<file path="config.mk">
export PLATFORM = sky130hd
export DESIGN_NAME = dualshock_spi_responder_flat
export DESIGN_NICKNAME = d
export VERILOG_FILES = /design/src/rtl/dualshock_spi_responder_pkg.sv /design/src/rtl/dualshock_spi_responder_if.sv /design/src/rtl/dualshock_spi_responder_sync.sv /design/src/rtl/dualshock_spi_responder.sv /design/src/flat_wrapper.sv
export SDC_FILE = /design/constraint.sdc
export NUM_CORES = 1
export LEC_CHECK = 0
export ABC_AREA = 1
export BUFFER_PORTS_ARGS = -buffer_cell sky130_fd_sc_hd__buf_2
export CAP_MARGIN = 20
export CORE_MARGIN = 4
export CORE_UTILIZATION = 33
export DETAILED_ROUTE_END_ITERATION = 8
export PLACE_DENSITY = 0.59
export SLEW_MARGIN = 20
export SYNTH_ARGS = -nofsm -noshare
export SYNTH_HDL_FRONTEND = slang
export SYNTH_HIERARCHICAL = 1
export SYNTH_SLANG_ARGS = --single-unit
</file>
<file path="constraint.sdc">
create_clock -name clk -period 2.2 [get_ports clk]
set_clock_uncertainty 0.15 [all_clocks]
set_input_delay 0.22 -clock clk [delete_from_list [all_inputs] [get_ports clk]]
set_output_delay 0.22 -clock clk [all_outputs]
set_load 0.02 [all_outputs]
</file>
<file path="src/rtl/dualshock_spi_responder_pkg.sv">
// Shared DualShock protocol constants, FSM state type and response-byte table.
package dualshock_pkg;

  localparam logic [7:0] CMD_START      = 8'h01;
  localparam logic [7:0] CMD_POLL       = 8'h42;
  localparam logic [7:0] PAD_ID_DIGITAL = 8'h41;
  localparam logic [7:0] DATA_MARK      = 8'h5A;
  localparam logic [7:0] IDLE_BYTE      = 8'hFF;

  typedef enum logic [2:0] {
    IDLE,
    HEADER,
    ID,
    DATA,
    TAIL,
    IGNORE
  } ds_state_t;

  // Pad response for a given byte position of a digital-mode poll.
  function automatic logic [7:0] response_byte(input logic [2:0]  idx,
                                               input logic [15:0] snap,
                                               input logic [7:0]  pad_id);
    logic [7:0] r;
    case (idx)
      3'd0:    r = IDLE_BYTE;
      3'd1:    r = pad_id;
      3'd2:    r = DATA_MARK;
      3'd3:    r = ~snap[7:0];
      3'd4:    r = ~snap[15:8];
      default: r = IDLE_BYTE;
    endcase
    return r;
  endfunction

endpackage

</file>
<file path="src/rtl/dualshock_spi_responder_if.sv">
// DualShock SPI bus between the controller (master) and the pad (slave).
interface dualshock_spi_responder_if;
  logic spi_clk;
  logic spi_cs;
  logic spi_mosi;
  logic spi_miso;
  logic spi_ack_n;

  modport master (
    output spi_clk,
    output spi_cs,
    output spi_mosi,
    input  spi_miso,
    input  spi_ack_n
  );

  modport slave (
    input  spi_clk,
    input  spi_cs,
    input  spi_mosi,
    output spi_miso,
    output spi_ack_n
  );
endinterface

</file>
<file path="src/rtl/dualshock_spi_responder_sync.sv">
// Multi-stage synchronizer for an asynchronous input, with rise/fall pulses.
module sync_edge_detect #(
  parameter int unsigned STAGES = 2
) (
  input  logic clk,
  input  logic din,
  output logic level,
  output logic rise,
  output logic fall
);
  logic [STAGES-1:0] sync_q;
  logic              prev_q;

  // Chain and edge history are left unreset so they keep tracking the pin
  // through reset; no spurious edge appears when reset releases.
  always_ff @(posedge clk) begin
    sync_q <= {sync_q[STAGES-2:0], din};
    prev_q <= sync_q[STAGES-1];
  end

  assign level = sync_q[STAGES-1];
  assign rise  = level & ~prev_q;
  assign fall  = ~level & prev_q;
endmodule

</file>
<file path="src/rtl/dualshock_spi_responder.sv">
// Pad-side DualShock 2 responder: answers digital-mode polls with a button snapshot.
module dualshock_spi_responder
  import dualshock_pkg::*;
#(
  parameter int unsigned SYNC_STAGES = 2,
  parameter int unsigned ACK_CYCLES  = 32,  // >= 1
  parameter int unsigned ACK_DELAY   = 16,  // >= 1
  parameter logic [7:0]  PAD_ID      = PAD_ID_DIGITAL
) (
  input  logic                      clk,
  input  logic                      reset,
  dualshock_spi_responder_if.slave  spi,
  input  logic [15:0]               buttons,
  output logic                      poll_done,
  output logic                      cmd_error
);
  localparam int unsigned DLY_W = (ACK_DELAY  > 1) ? $clog2(ACK_DELAY)  : 1;
  localparam int unsigned CNT_W = (ACK_CYCLES > 1) ? $clog2(ACK_CYCLES) : 1;
  localparam logic [DLY_W-1:0] DLY_LOAD = DLY_W'(ACK_DELAY - 1);
  localparam logic [CNT_W-1:0] CNT_LOAD = CNT_W'(ACK_CYCLES - 1);

  logic sclk_rise, sclk_fall;
  logic cs_rise, cs_fall, cs_level;
  logic mosi_level;
  logic unused_sclk_level, unused_mosi_rise, unused_mosi_fall;

  sync_edge_detect #(.STAGES(SYNC_STAGES)) u_sync_clk (
    .clk(clk), .din(spi.spi_clk),
    .level(unused_sclk_level), .rise(sclk_rise), .fall(sclk_fall)
  );
  sync_edge_detect #(.STAGES(SYNC_STAGES)) u_sync_cs (
    .clk(clk), .din(spi.spi_cs),
    .level(cs_level), .rise(cs_rise), .fall(cs_fall)
  );
  sync_edge_detect #(.STAGES(SYNC_STAGES)) u_sync_mosi (
    .clk(clk), .din(spi.spi_mosi),
    .level(mosi_level), .rise(unused_mosi_rise), .fall(unused_mosi_fall)
  );

  ds_state_t         state;
  logic [2:0]        bit_cnt;
  logic [2:0]        byte_idx;
  logic [7:0]        rx_shift;
  logic [15:0]       snapshot;
  logic [7:0]        resp_q;
  logic              miso_q;
  logic              ack_n_q;
  logic              ack_wait;
  logic [DLY_W-1:0]  ack_dly;
  logic [CNT_W-1:0]  ack_cnt;
  logic              poll_done_q;
  logic              cmd_error_q;

  logic [7:0]        rx_byte;
  logic [2:0]        idx_next;
  ds_state_t         bnd_state;
  logic              bnd_ack, bnd_err, bnd_done;
  logic [7:0]        bnd_resp;

  // Decisions taken when the current byte completes on this clk_rise.
  always_comb begin
    rx_byte   = {mosi_level, rx_shift[7:1]};
    idx_next  = (byte_idx == 3'd7) ? 3'd7 : byte_idx + 3'd1;
    bnd_state = state;
    bnd_ack   = 1'b0;
    bnd_err   = 1'b0;
    bnd_done  = 1'b0;
    case (state)
      HEADER: begin
        if (rx_byte == CMD_START) begin
          bnd_state = ID;
          bnd_ack   = 1'b1;
        end else begin
          bnd_state = IGNORE;
          bnd_err   = 1'b1;
        end
      end
      ID: begin
        if (rx_byte == CMD_POLL) begin
          bnd_state = DATA;
          bnd_ack   = 1'b1;
        end else begin
          bnd_state = IGNORE;
          bnd_err   = 1'b1;
        end
      end
      DATA: begin
        if (byte_idx == 3'd4) begin
          bnd_state = TAIL;
          bnd_done  = 1'b1;
        end else begin
          bnd_ack   = 1'b1;
        end
      end
      default: ;
    endcase
    bnd_resp = (bnd_state inside {HEADER, ID, DATA})
             ? response_byte(idx_next, snapshot, PAD_ID) : IDLE_BYTE;
  end

  // Protocol FSM, bit/byte framing, response shifting and ACK timing.
  always_ff @(posedge clk) begin
    poll_done_q <= 1'b0;
    cmd_error_q <= 1'b0;
    if (reset) begin
      state    <= IDLE;
      bit_cnt  <= '0;
      byte_idx <= '0;
      rx_shift <= '0;
      snapshot <= '0;
      resp_q   <= '1;
      miso_q   <= 1'b1;
      ack_n_q  <= 1'b1;
      ack_wait <= 1'b0;
      ack_dly  <= '0;
      ack_cnt  <= '0;
    end else begin
      if (ack_wait) begin
        if (ack_dly == '0) begin
          ack_wait <= 1'b0;
          ack_n_q  <= 1'b0;
          ack_cnt  <= CNT_LOAD;
        end else begin
          ack_dly <= ack_dly - 1'b1;
        end
      end else if (!ack_n_q) begin
        if (ack_cnt == '0) ack_n_q <= 1'b1;
        else               ack_cnt <= ack_cnt - 1'b1;
      end

      if (cs_rise) begin
        state    <= IDLE;
        bit_cnt  <= '0;
        byte_idx <= '0;
        resp_q   <= '1;
        miso_q   <= 1'b1;
        ack_wait <= 1'b0;
        ack_n_q  <= 1'b1;
      end else begin
        case (state)
          IDLE: begin
            if (cs_fall) begin
              state    <= HEADER;
              snapshot <= buttons;
              bit_cnt  <= '0;
              byte_idx <= '0;
              resp_q   <= IDLE_BYTE;
              miso_q   <= IDLE_BYTE[0];
            end else if (!cs_level) begin
              // Chip select already low out of reset: a poll we never saw start.
              state <= IGNORE;
            end
          end
          default: begin
            if (sclk_rise) begin
              rx_shift <= rx_byte;
              bit_cnt  <= bit_cnt + 3'd1;
              if (bit_cnt == 3'd7) begin
                byte_idx    <= idx_next;
                state       <= bnd_state;
                cmd_error_q <= bnd_err;
                poll_done_q <= bnd_done;
                resp_q      <= bnd_resp;
                miso_q      <= bnd_resp[0];
                if (bnd_ack) begin
                  ack_wait <= 1'b1;
                  ack_dly  <= DLY_LOAD;
                end
              end
            end else if (sclk_fall) begin
              // Indexing by bits-sampled makes the fall after a byte boundary
              // re-present bit 0 of the newly loaded byte instead of skipping it.
              miso_q <= resp_q[bit_cnt];
            end
          end
        endcase
      end
    end
  end

  assign spi.spi_miso  = miso_q;
  assign spi.spi_ack_n = ack_n_q;
  assign poll_done     = poll_done_q;
  assign cmd_error     = cmd_error_q;
endmodule
</file>
<file path="src/flat_wrapper.sv">
// flat-port wrapper written by rule: the top's interface ports become plain ports
module dualshock_spi_responder_flat import dualshock_pkg::*;
#(
  parameter int unsigned SYNC_STAGES = 2,
  parameter int unsigned ACK_CYCLES  = 32,         
  parameter int unsigned ACK_DELAY   = 16,         
  parameter logic [7:0]  PAD_ID      = PAD_ID_DIGITAL
)
  (clk, reset, buttons, poll_done, cmd_error, spi_spi_clk, spi_spi_cs, spi_spi_mosi, spi_spi_miso, spi_spi_ack_n);
  dualshock_spi_responder_if spi_i ();
  input  logic clk;
  input  logic reset;
  input  logic [15:0] buttons;
  output logic poll_done;
  output logic cmd_error;
  input wire logic [$bits(spi_i.spi_clk)-1:0] spi_spi_clk;
  input wire logic [$bits(spi_i.spi_cs)-1:0] spi_spi_cs;
  input wire logic [$bits(spi_i.spi_mosi)-1:0] spi_spi_mosi;
  output wire logic [$bits(spi_i.spi_miso)-1:0] spi_spi_miso;
  output wire logic [$bits(spi_i.spi_ack_n)-1:0] spi_spi_ack_n;
  assign spi_i.spi_clk = spi_spi_clk;
  assign spi_i.spi_cs = spi_spi_cs;
  assign spi_i.spi_mosi = spi_spi_mosi;
  assign spi_spi_miso = spi_i.spi_miso;
  assign spi_spi_ack_n = spi_i.spi_ack_n;
  dualshock_spi_responder #(.SYNC_STAGES(SYNC_STAGES), .ACK_CYCLES(ACK_CYCLES), .ACK_DELAY(ACK_DELAY), .PAD_ID(PAD_ID)) u_core (.clk(clk), .reset(reset), .spi(spi_i), .buttons(buttons), .poll_done(poll_done), .cmd_error(cmd_error));
endmodule
</file>
==> run metrics <==
status finished clean; CTS tree yes; CTS H-tree depth 3; Hold EP u_core/ack_cnt[4]; via count 2481; Final Non-Filler Cells 533; # DRC 0; fin crit share 0.894; Min Hold Slack about 0.037 ns; routed wire length roughly 5900 µm; Die W 101 µm; Initial DRC Count around 70; Max FO, Critical Path 8; die area 0.0102 mm²; GP Congestion 0.801; post-synthesis cell area about 0.0029 mm²; initial cell density of the core 0.344; Ports 25; Net count, final approximately 450; Sink Count 62; Tmin final 1.97 ns; die height 101 µm; Fillers 855; Pleak 1.50 nW; CP Class flop to flop; hold path cells 2; setup TNS 0 ns; final setup fails 0; Worst R2R Path Depth 11; GRT overflow 0; TritonCTS Buffers 9; via/cell ratio 4.65; Min-Delay Path Class input pin to flop; Clock Latency Late Sink about 0.33 ns; Setup WS post-layout around 0.23 ns; DP HPWL between 4000 and 5000 µm; Final ANT Viol Nets 0; maximum vdd drop 0.357 mV; PD cells roughly 660 mW/mm²; pre-CTS setup slack about 0.18 ns; slew margin rel. 0.591; CP endpoint kind flop; worst reg2reg setup slack 0.23 ns; drt wl/cell ~11 µm; Rows 33; GRT Overall Usage 0.122; Max Slew Vio Count 0; share of post-route cells with drive strength above 1 0.143; largest net degree at the start of global routing 26; Max clock buf depth 2; r2r startpoint u_core/byte_idx[0]; count of TritonRoute iterations in the first routing pass 4; initial antenna violation count 0; maximum clock frequency 0.508 GHz; Root Driver clkbuf_8; Max Cap Viol 0; yosys warns 6; CP required 2.27 ns; RSZ-0062 raised after global routing false; vias in the first global route 2348; synthesis-to-layout area growth 19.0%; Critical R2R Capture u_core/resp_q[5]; Final Hold Fails 0; CORE AREA between 0.008 and 0.009 mm²; antenna cells 0; Post-Syn Area per Cell roughly 7.5 µm²; Placed Cells about 500; Synth Net Count 408; critical path arrival 2.04 ns; start point of the worst hold path reset; CP Launch Type flop; post-synthesis cell count 379; CTS clk-pin slew, worst paths 0.06 ns; Setup Fix Bufs, Post-CTS 0; Worst-Margin Slew 0.613 ns; first-pass GRT wire length 10100 µm; Port Buffers 24
## repair_timing
action                                  in CTS  in global routing
endpoints found under the setup margin       0                  4
hold buffers                                18                  0
resized for setup                            0                  2
hold endpoints to repair                    18                  0
## layer usage
layer,vias up,global-route usage,wire (µm)
li1,1326,-,-
met1,1114,0.149,2800
met2,35,0.206,2800
met3,6,0.0401,239
met4,0,0.0307,34
met5,-,0,0
## power breakdown
group | internal [W] | switching [W]
Sequential | 0.00117 | 0.0000291
Clock | 0.000423 | 0.000394
Combinational | 0.0000930 | 0.000136
## critical path, cell delays in order (launching register included)
cell      delay [ns]
dfxtp_1         0.43
inv_1           0.09
ha_1            0.32
inv_1           0.05
nor2_1          0.15
nand2_2         0.13
nand3_1         0.11
nor2_2          0.05
inv_2           0.08
nand3_2         0.10
nor2_1          0.11
o21bai_1        0.07
## placed cells by master, fill, tap and decap left out, types with 5 or more instances in the layout
master	instances
dlygate4sd3_1	18
a21oi_1	27
clkbuf_8	10
o21ai_0	36
nand3_1	19
o22ai_1	8
ha_1	8
xor2_1	5
inv_1	45
dfxtp_1	62
buf_2	24
nor2_1	58
nand2_1	57
## stage by stage
step | util | area, µm² | power (W)
final | 0.409 | 3390 | 0.00225
after global routing | 0.409 | 3390 | 0.00236
after CTS | 0.408 | 3390 | 0.00229
after detailed placement | 0.368 | 3050 | 0.00143
after global placement | 0.368 | 3050 | 0.00143
after floorplan | - | 2850 | 0.00138
## layout make-up
cell class              instances  area (µm²)  share of cell area
clock buffers                  12         145              0.0428
inverters                      52         200              0.0590
multi-input cells             256        1350               0.398
clock inverters                 2        10.0             0.00295
flip-flops and latches         62        1240               0.366
repair buffers                 44         315              0.0929
well taps                     105         131              0.0387
## flip-flops by register name, summed over array words and instances, names as in the netlist
name                       cells
u_core/poll_done               1
u_core/spi.spi_ack_n           1
u_core/bit_cnt                 3
u_core/byte_idx                3
u_core/rx_shift                7
u_core/ack_cnt                 5
u_core/u_sync_clk/prev_q       1
u_core/ack_wait                1
u_core/state                   3
u_core/snapshot               16
u_core/cmd_error               1
u_core/spi.spi_miso            1
u_core/u_sync_mosi/sync_q      2
u_core/ack_dly                 4
u_core/u_sync_cs/sync_q        2
u_core/resp_q                  8
u_core/u_sync_clk/sync_q       2
u_core/u_sync_cs/prev_q        1
## worst max path at each step
stage	endpoint	cells past startpoint	start	slack, ns
5_1_grt	u_core/spi.spi_miso	13	u_core/byte_idx[0]	0.03
3_3_place_gp	u_core/spi.spi_miso	12	u_core/byte_idx[0]	0.26
6_report	u_core/resp_q[5]	11	u_core/byte_idx[0]	0.23
2_1_floorplan	u_core/spi.spi_miso	12	u_core/byte_idx[0]	0.40
4_1_cts	u_core/resp_q[2]	10	u_core/byte_idx[0]	0.16
3_5_place_dp	u_core/resp_q[2]	10	u_core/byte_idx[0]	0.18
No activity file was read; power rests on OpenSTA's default activity.
